File: config.mk
export PLATFORM = sky130hd
export DESIGN_NAME = pipe_hazard_ctrl
export DESIGN_NICKNAME = d
export VERILOG_FILES = /design/src/rtl/pipe_hazard_ctrl.sv
export SDC_FILE = /design/constraint.sdc
export NUM_CORES = 1
export LEC_CHECK = 0
export BUFFER_PORTS_ARGS = -buffer_cell sky130_fd_sc_hd__clkbuf_2
export CAP_MARGIN = 20
export CORE_AREA = 2 2 46 66
export CTS_CLUSTER_DIAMETER = 150
export DETAILED_ROUTE_END_ITERATION = 6
export DIE_AREA = 0 0 48 68
export GPL_ROUTABILITY_DRIVEN = 1
export GPL_TIMING_DRIVEN = 0
export MAX_ROUTING_LAYER = met4
export PLACE_DENSITY = 0.81
export SLEW_MARGIN = 0
export SYNTH_ARGS = -nofsm -noshare
export SYNTH_HDL_FRONTEND = slang
export SYNTH_SLANG_ARGS = --single-unit
File: constraint.sdc
create_clock -name clk -period 2.7 [get_ports clk]
set_input_delay 0.27 -clock clk [delete_from_list [all_inputs] [get_ports clk]]
set_output_delay 0.27 -clock clk [all_outputs]
set_load 0.03 [all_outputs]
File: src/rtl/pipe_hazard_ctrl.sv
// Hazard and stall sequencer for the pipelined RISC-V core: resolves cache misses,
// taken branches/jumps and load-use hazards, and counts stalled cycles.
module pipe_hazard_ctrl #(
    parameter int MISS_SRCS   = 2,
    parameter int FLUSH_SLOTS = 1,
    parameter int LOAD_USE_EN = 1,
    parameter int CNT_W       = 16
) (
    input  logic                 clk,
    input  logic                 rst_n,
    input  logic [31:0]          id_instr,
    input  logic                 id_valid,
    input  logic                 ex_valid,
    input  logic                 ex_is_load,
    input  logic [4:0]           ex_rd,
    input  logic                 br_taken,
    input  logic [MISS_SRCS-1:0] miss,
    input  logic [MISS_SRCS-1:0] fill_done,
    output logic                 pc_en,
    output logic                 if_id_en,
    output logic                 if_id_flush,
    output logic                 id_ex_en,
    output logic                 id_ex_flush,
    output logic                 miss_busy,
    output logic [MISS_SRCS-1:0] pending,
    output logic [CNT_W-1:0]     stall_cnt
);

    typedef enum logic [1:0] {RUN, MISS_WAIT, FLUSH} state_t;

    localparam logic [6:0] OP_REG    = 7'b0110011;
    localparam logic [6:0] OP_IMM    = 7'b0010011;
    localparam logic [6:0] OP_LOAD   = 7'b0000011;
    localparam logic [6:0] OP_BRANCH = 7'b1100011;
    localparam logic [6:0] OP_STORE  = 7'b0100011;
    localparam logic [6:0] OP_JALR   = 7'b1100111;
    localparam logic [1:0] FLUSH_INIT = 2'(FLUSH_SLOTS - 2);

    state_t               state_reg, state_next;
    logic [MISS_SRCS-1:0] pending_reg, pending_next;
    logic [1:0]           flush_left_reg, flush_left_next;
    logic [CNT_W-1:0]     stall_cnt_reg;

    logic       pc_en_int, if_id_en_int, id_ex_en_int;
    logic       if_id_flush_int, id_ex_flush_int;
    logic [6:0] opcode;
    logic [4:0] rs1, rs2;
    logic       rs1_used, rs2_used, load_use;

    assign opcode = id_instr[6:0];
    assign rs1    = id_instr[19:15];
    assign rs2    = id_instr[24:20];

    assign rs1_used = (opcode == OP_REG) || (opcode == OP_IMM) || (opcode == OP_LOAD) ||
                      (opcode == OP_BRANCH) || (opcode == OP_STORE) || (opcode == OP_JALR);
    assign rs2_used = (opcode == OP_REG) || (opcode == OP_BRANCH) || (opcode == OP_STORE);

    assign load_use = (LOAD_USE_EN != 0) && id_valid && ex_valid && ex_is_load &&
                      (ex_rd != 5'd0) &&
                      ((rs1_used && (rs1 == ex_rd)) || (rs2_used && (rs2 == ex_rd)));

    always_comb begin
        state_next      = state_reg;
        pending_next    = pending_reg;
        flush_left_next = flush_left_reg;
        pc_en_int       = 1'b1;
        if_id_en_int    = 1'b1;
        id_ex_en_int    = 1'b1;
        if_id_flush_int = 1'b0;
        id_ex_flush_int = 1'b0;
        case (state_reg)
            RUN: begin
                if (|miss) begin
                    pc_en_int    = 1'b0;
                    if_id_en_int = 1'b0;
                    id_ex_en_int = 1'b0;
                    pending_next = miss;
                    state_next   = MISS_WAIT;
                end else if (br_taken) begin
                    if_id_flush_int = 1'b1;
                    id_ex_flush_int = 1'b1;
                    if (FLUSH_SLOTS > 1) begin
                        flush_left_next = FLUSH_INIT;
                        state_next      = FLUSH;
                    end
                end else if (load_use) begin
                    pc_en_int       = 1'b0;
                    if_id_en_int    = 1'b0;
                    id_ex_flush_int = 1'b1;
                end
            end
            MISS_WAIT: begin
                // EX is frozen here, so a held br_taken is serviced once back in RUN
                pc_en_int    = 1'b0;
                if_id_en_int = 1'b0;
                id_ex_en_int = 1'b0;
                pending_next = (pending_reg | miss) & ~fill_done;
                if (pending_next == '0) begin
                    state_next = RUN;
                end
            end
            FLUSH: begin
                if (|miss) begin
                    pc_en_int    = 1'b0;
                    if_id_en_int = 1'b0;
                    id_ex_en_int = 1'b0;
                    pending_next = miss;
                    state_next   = MISS_WAIT;
                end else begin
                    if_id_flush_int = 1'b1;
                    if (flush_left_reg == 2'd0) begin
                        state_next = RUN;
                    end else begin
                        flush_left_next = flush_left_reg - 2'd1;
                    end
                end
            end
            default: begin
                state_next = RUN;
            end
        endcase
    end

    always_ff @(posedge clk or negedge rst_n) begin
        if (!rst_n) begin
            state_reg      <= RUN;
            pending_reg    <= '0;
            flush_left_reg <= 2'd0;
        end else begin
            state_reg      <= state_next;
            pending_reg    <= pending_next;
            flush_left_reg <= flush_left_next;
        end
    end

    always_ff @(posedge clk or negedge rst_n) begin
        if (!rst_n) begin
            stall_cnt_reg <= '0;
        end else if (!pc_en_int && (stall_cnt_reg != {CNT_W{1'b1}})) begin
            stall_cnt_reg <= stall_cnt_reg + 1'b1;
        end
    end

    // Reset overrides the pipeline controls so nothing advances while rst_n is low
    assign pc_en       = rst_n & pc_en_int;
    assign if_id_en    = rst_n & if_id_en_int;
    assign id_ex_en    = rst_n & id_ex_en_int;
    assign if_id_flush = ~rst_n | if_id_flush_int;
    assign id_ex_flush = ~rst_n | id_ex_flush_int;
    assign miss_busy   = rst_n & (state_reg == MISS_WAIT);
    assign pending     = rst_n ? pending_reg : '0;
    assign stall_cnt   = stall_cnt_reg;

endmodule

==> metrics <==
status=completed; first-pass GRT wire length=between 4000 and 5000 um; total routed wirelength=between 2000 and 3000 um; CTS tree=done; PD cells=between 800 and 900 nW/um^2; GPL Wtd Cong=between 0.8 and 0.9; Ant. Diodes=0; top cell type's share of synthesized area=0.402; DP Area=approximately 1500 sq um; Final Cell Area=between 1500 and 2000 sq um; DR DRC count=0; ranking of synthesized cells by area=dfrtp_1, xor2_1, nor3_1; WL per Instance=about 13 um; most frequent CP cell=clkbuf_2; Worst Path Arrival=~1.9 ns; largest stage delay on the critical path=0.53 ns; Worst Skew=0.00488 ns; layout cells sized above 1=0.388; IO Count=71; distinct cell type count after synthesis=34; Largest register FFs=16; critical path required time=approximately 2.4 ns; Tightest Pin Transition=around 0.53 ns; nets=around 230; via/cell ratio=~5.2; Tmin final=2.20 ns; Die X=approximately 48 um; Synth Cell Area=1180 sq um; DRT iter0 DRCs=13; dpl hpwl=around 2300 um; register area share after synthesis=0.402; Port Buf Inserts=55; crit path cell chain=dlygate4sd3_1 > clkbuf_2 > and2_1 > o21a_1 > buf_4 > clkbuf_2; die area=between 3000 and 4000 sq um; Vias=~1,100; Async SR Flop Fraction=1.00; Starting Density=0.433; Cell Rows=23; Crit path max-delay family=buffers and inverters; initial antenna violation count=0; Max clock buf depth=2; ys flop type=dfrtp_1; area leader, netlist=dfrtp_1; Worst Hold Class=in2reg; Max IR drop VDD=478 uV; synth cell count leaders=xor2_1, dfrtp_1, nor3_1, nand2_1, nand3_1; Post-synth EDFFs=0; Crit-path slowest cell=dlygate4sd3_1; period utilisation layout=0.814; Clock transition at path regs=0.07 ns; Rel. slew slack=0.644; GRT overflow=0; Critical Path Fanout Max=24; CORE AREA=around 2700 sq um; height of the die=68 um; Achievable Freq=between 0.4 and 0.5 GHz; total CTS buffers=3; GRT Total Usage=0.193; FILL cells=about 250; Post-Syn Nets=166; Max-cap violations=0; Final Hold Viols=0; largest net degree at the start of global routing=25; Skew-Pair Late Insertion Delay=0.26 ns; yosys warns=0; vias in the first global route=1,121; Slew Limit Fails=0; Gate Count Post-Synth=118; post-cts sizing count=0; Worst setup SP type=primary input; critical path type=in2out; clock root buffer=clkbuf_8; Fin Setup TNS=0 ns; Mean Syn Cell Area=around 10 sq um; Detail Route Antenna Nets=0; hold_buf cts=1; Clock Sinks=19; H-tree depth=1; FF+latch count, synth=19; CP endpoint kind=primary output; count leader, synth=xor2_1; worst path bufs/invs=4; final setup fails=0; Detailed Routing Iterations Pass 1=4; unrepaired setup endpoints after global routing=no; post-CTS setup buffers=0; area growth from synthesis to layout=31.9%; Leak=0.729 nW
## kinds of logic after synthesis
| logic type | after synthesis | share of synthesized area |
|---|---|---|
| AOI/OAI and AO/OA | 13 | 0.0825 |
| buffers and inverters | 5 | 0.0285 |
| xor gates and xnor gates | 25 | 0.185 |
| muxes | 1 | 0.00951 |
| adders and majority gates | 1 | 0.0106 |
| DFF | 19 | 0.402 |
| and+or+nand+nor | 54 | 0.282 |
## cell usage in the layout (no fill, tap or decap), types with 2 or more instances in the layout
cell type	count
clkbuf_2	55
xor2_1	24
dfrtp_1	19
nor3_1	9
nand2_1	8
nand3_1	7
a21oi_1	6
nor2_1	6
and2_1	4
nand2b_1	3
nor4_1	3
clkbuf_8	3
inv_1	2
and4_1	2
buf_4	2
nor4_4	2
nor4b_1	2
## layer usage
layer | part of all wire | GRT usage | up-vias
li1 | - | - | 536
met1 | 0.36 | 0.201 | 530
met2 | 0.55 | 0.343 | 51
met3 | 0.067 | 0.0317 | 7
met4 | 0.024 | 0.0811 | 0
met5 | 0 | - | -
## cell type report
type | instances | area, sq um | area share
Clock buffer | 3 | 41.3 | 0.0264
Inverter | 2 | 7.51 | 0.00481
Multi-Input combinational cell | 94 | 674 | 0.432
Buffer | 3 | 26.3 | 0.0168
Sequential cell | 19 | 475 | 0.304
Clock inverter | 1 | 5.00 | 0.00321
Timing Repair Buffer | 56 | 285 | 0.183
Tap cell | 37 | 46.3 | 0.0296
## power by group
group / internal (W) / switching, W
Clock: 0.000103 / 0.0000962
Sequential: 0.000394 / 0.000133
Combinational: 0.000209 / 0.000390
## worst reg2reg max path: stages, from the launching register on
cell     delay, ns
dfrtp_1       0.45
and4_1        0.27
and3_1        0.21
nand3_1       0.16
nor2_2        0.32
buf_4         0.26
nor3_1        0.08
xor2_1        0.15
## through the flow
stage,std cells,power (W),util,worst slack (ns),hold slack [ns]
floorplan,118,0.000929,-,0.450,-0.0256
global placement,210,0.00111,0.551,0.702,0.260
detailed placement,210,0.00114,0.551,0.685,0.279
CTS,215,0.00134,0.571,0.466,0.189
global route,215,0.00142,0.571,0.333,0.186
finish,215,0.00132,0.571,0.502,0.192
## worst paths after layout
kind                                   to  depth (start not counted)          start  slack, ns
min in group asynchronous    stall_cnt[3]                          2          rst_n       0.53
min                        pending_reg[0]                          2   fill_done[0]       0.19
max                                 pc_en                          6          rst_n       0.50
min reg2reg                 stall_cnt[12]                          1  stall_cnt[12]       0.49
max reg2reg                  stall_cnt[7]                          7   stall_cnt[7]       0.69
max in group asynchronous    stall_cnt[6]                          2          rst_n       1.82
(Power assumes the default switching activity.)
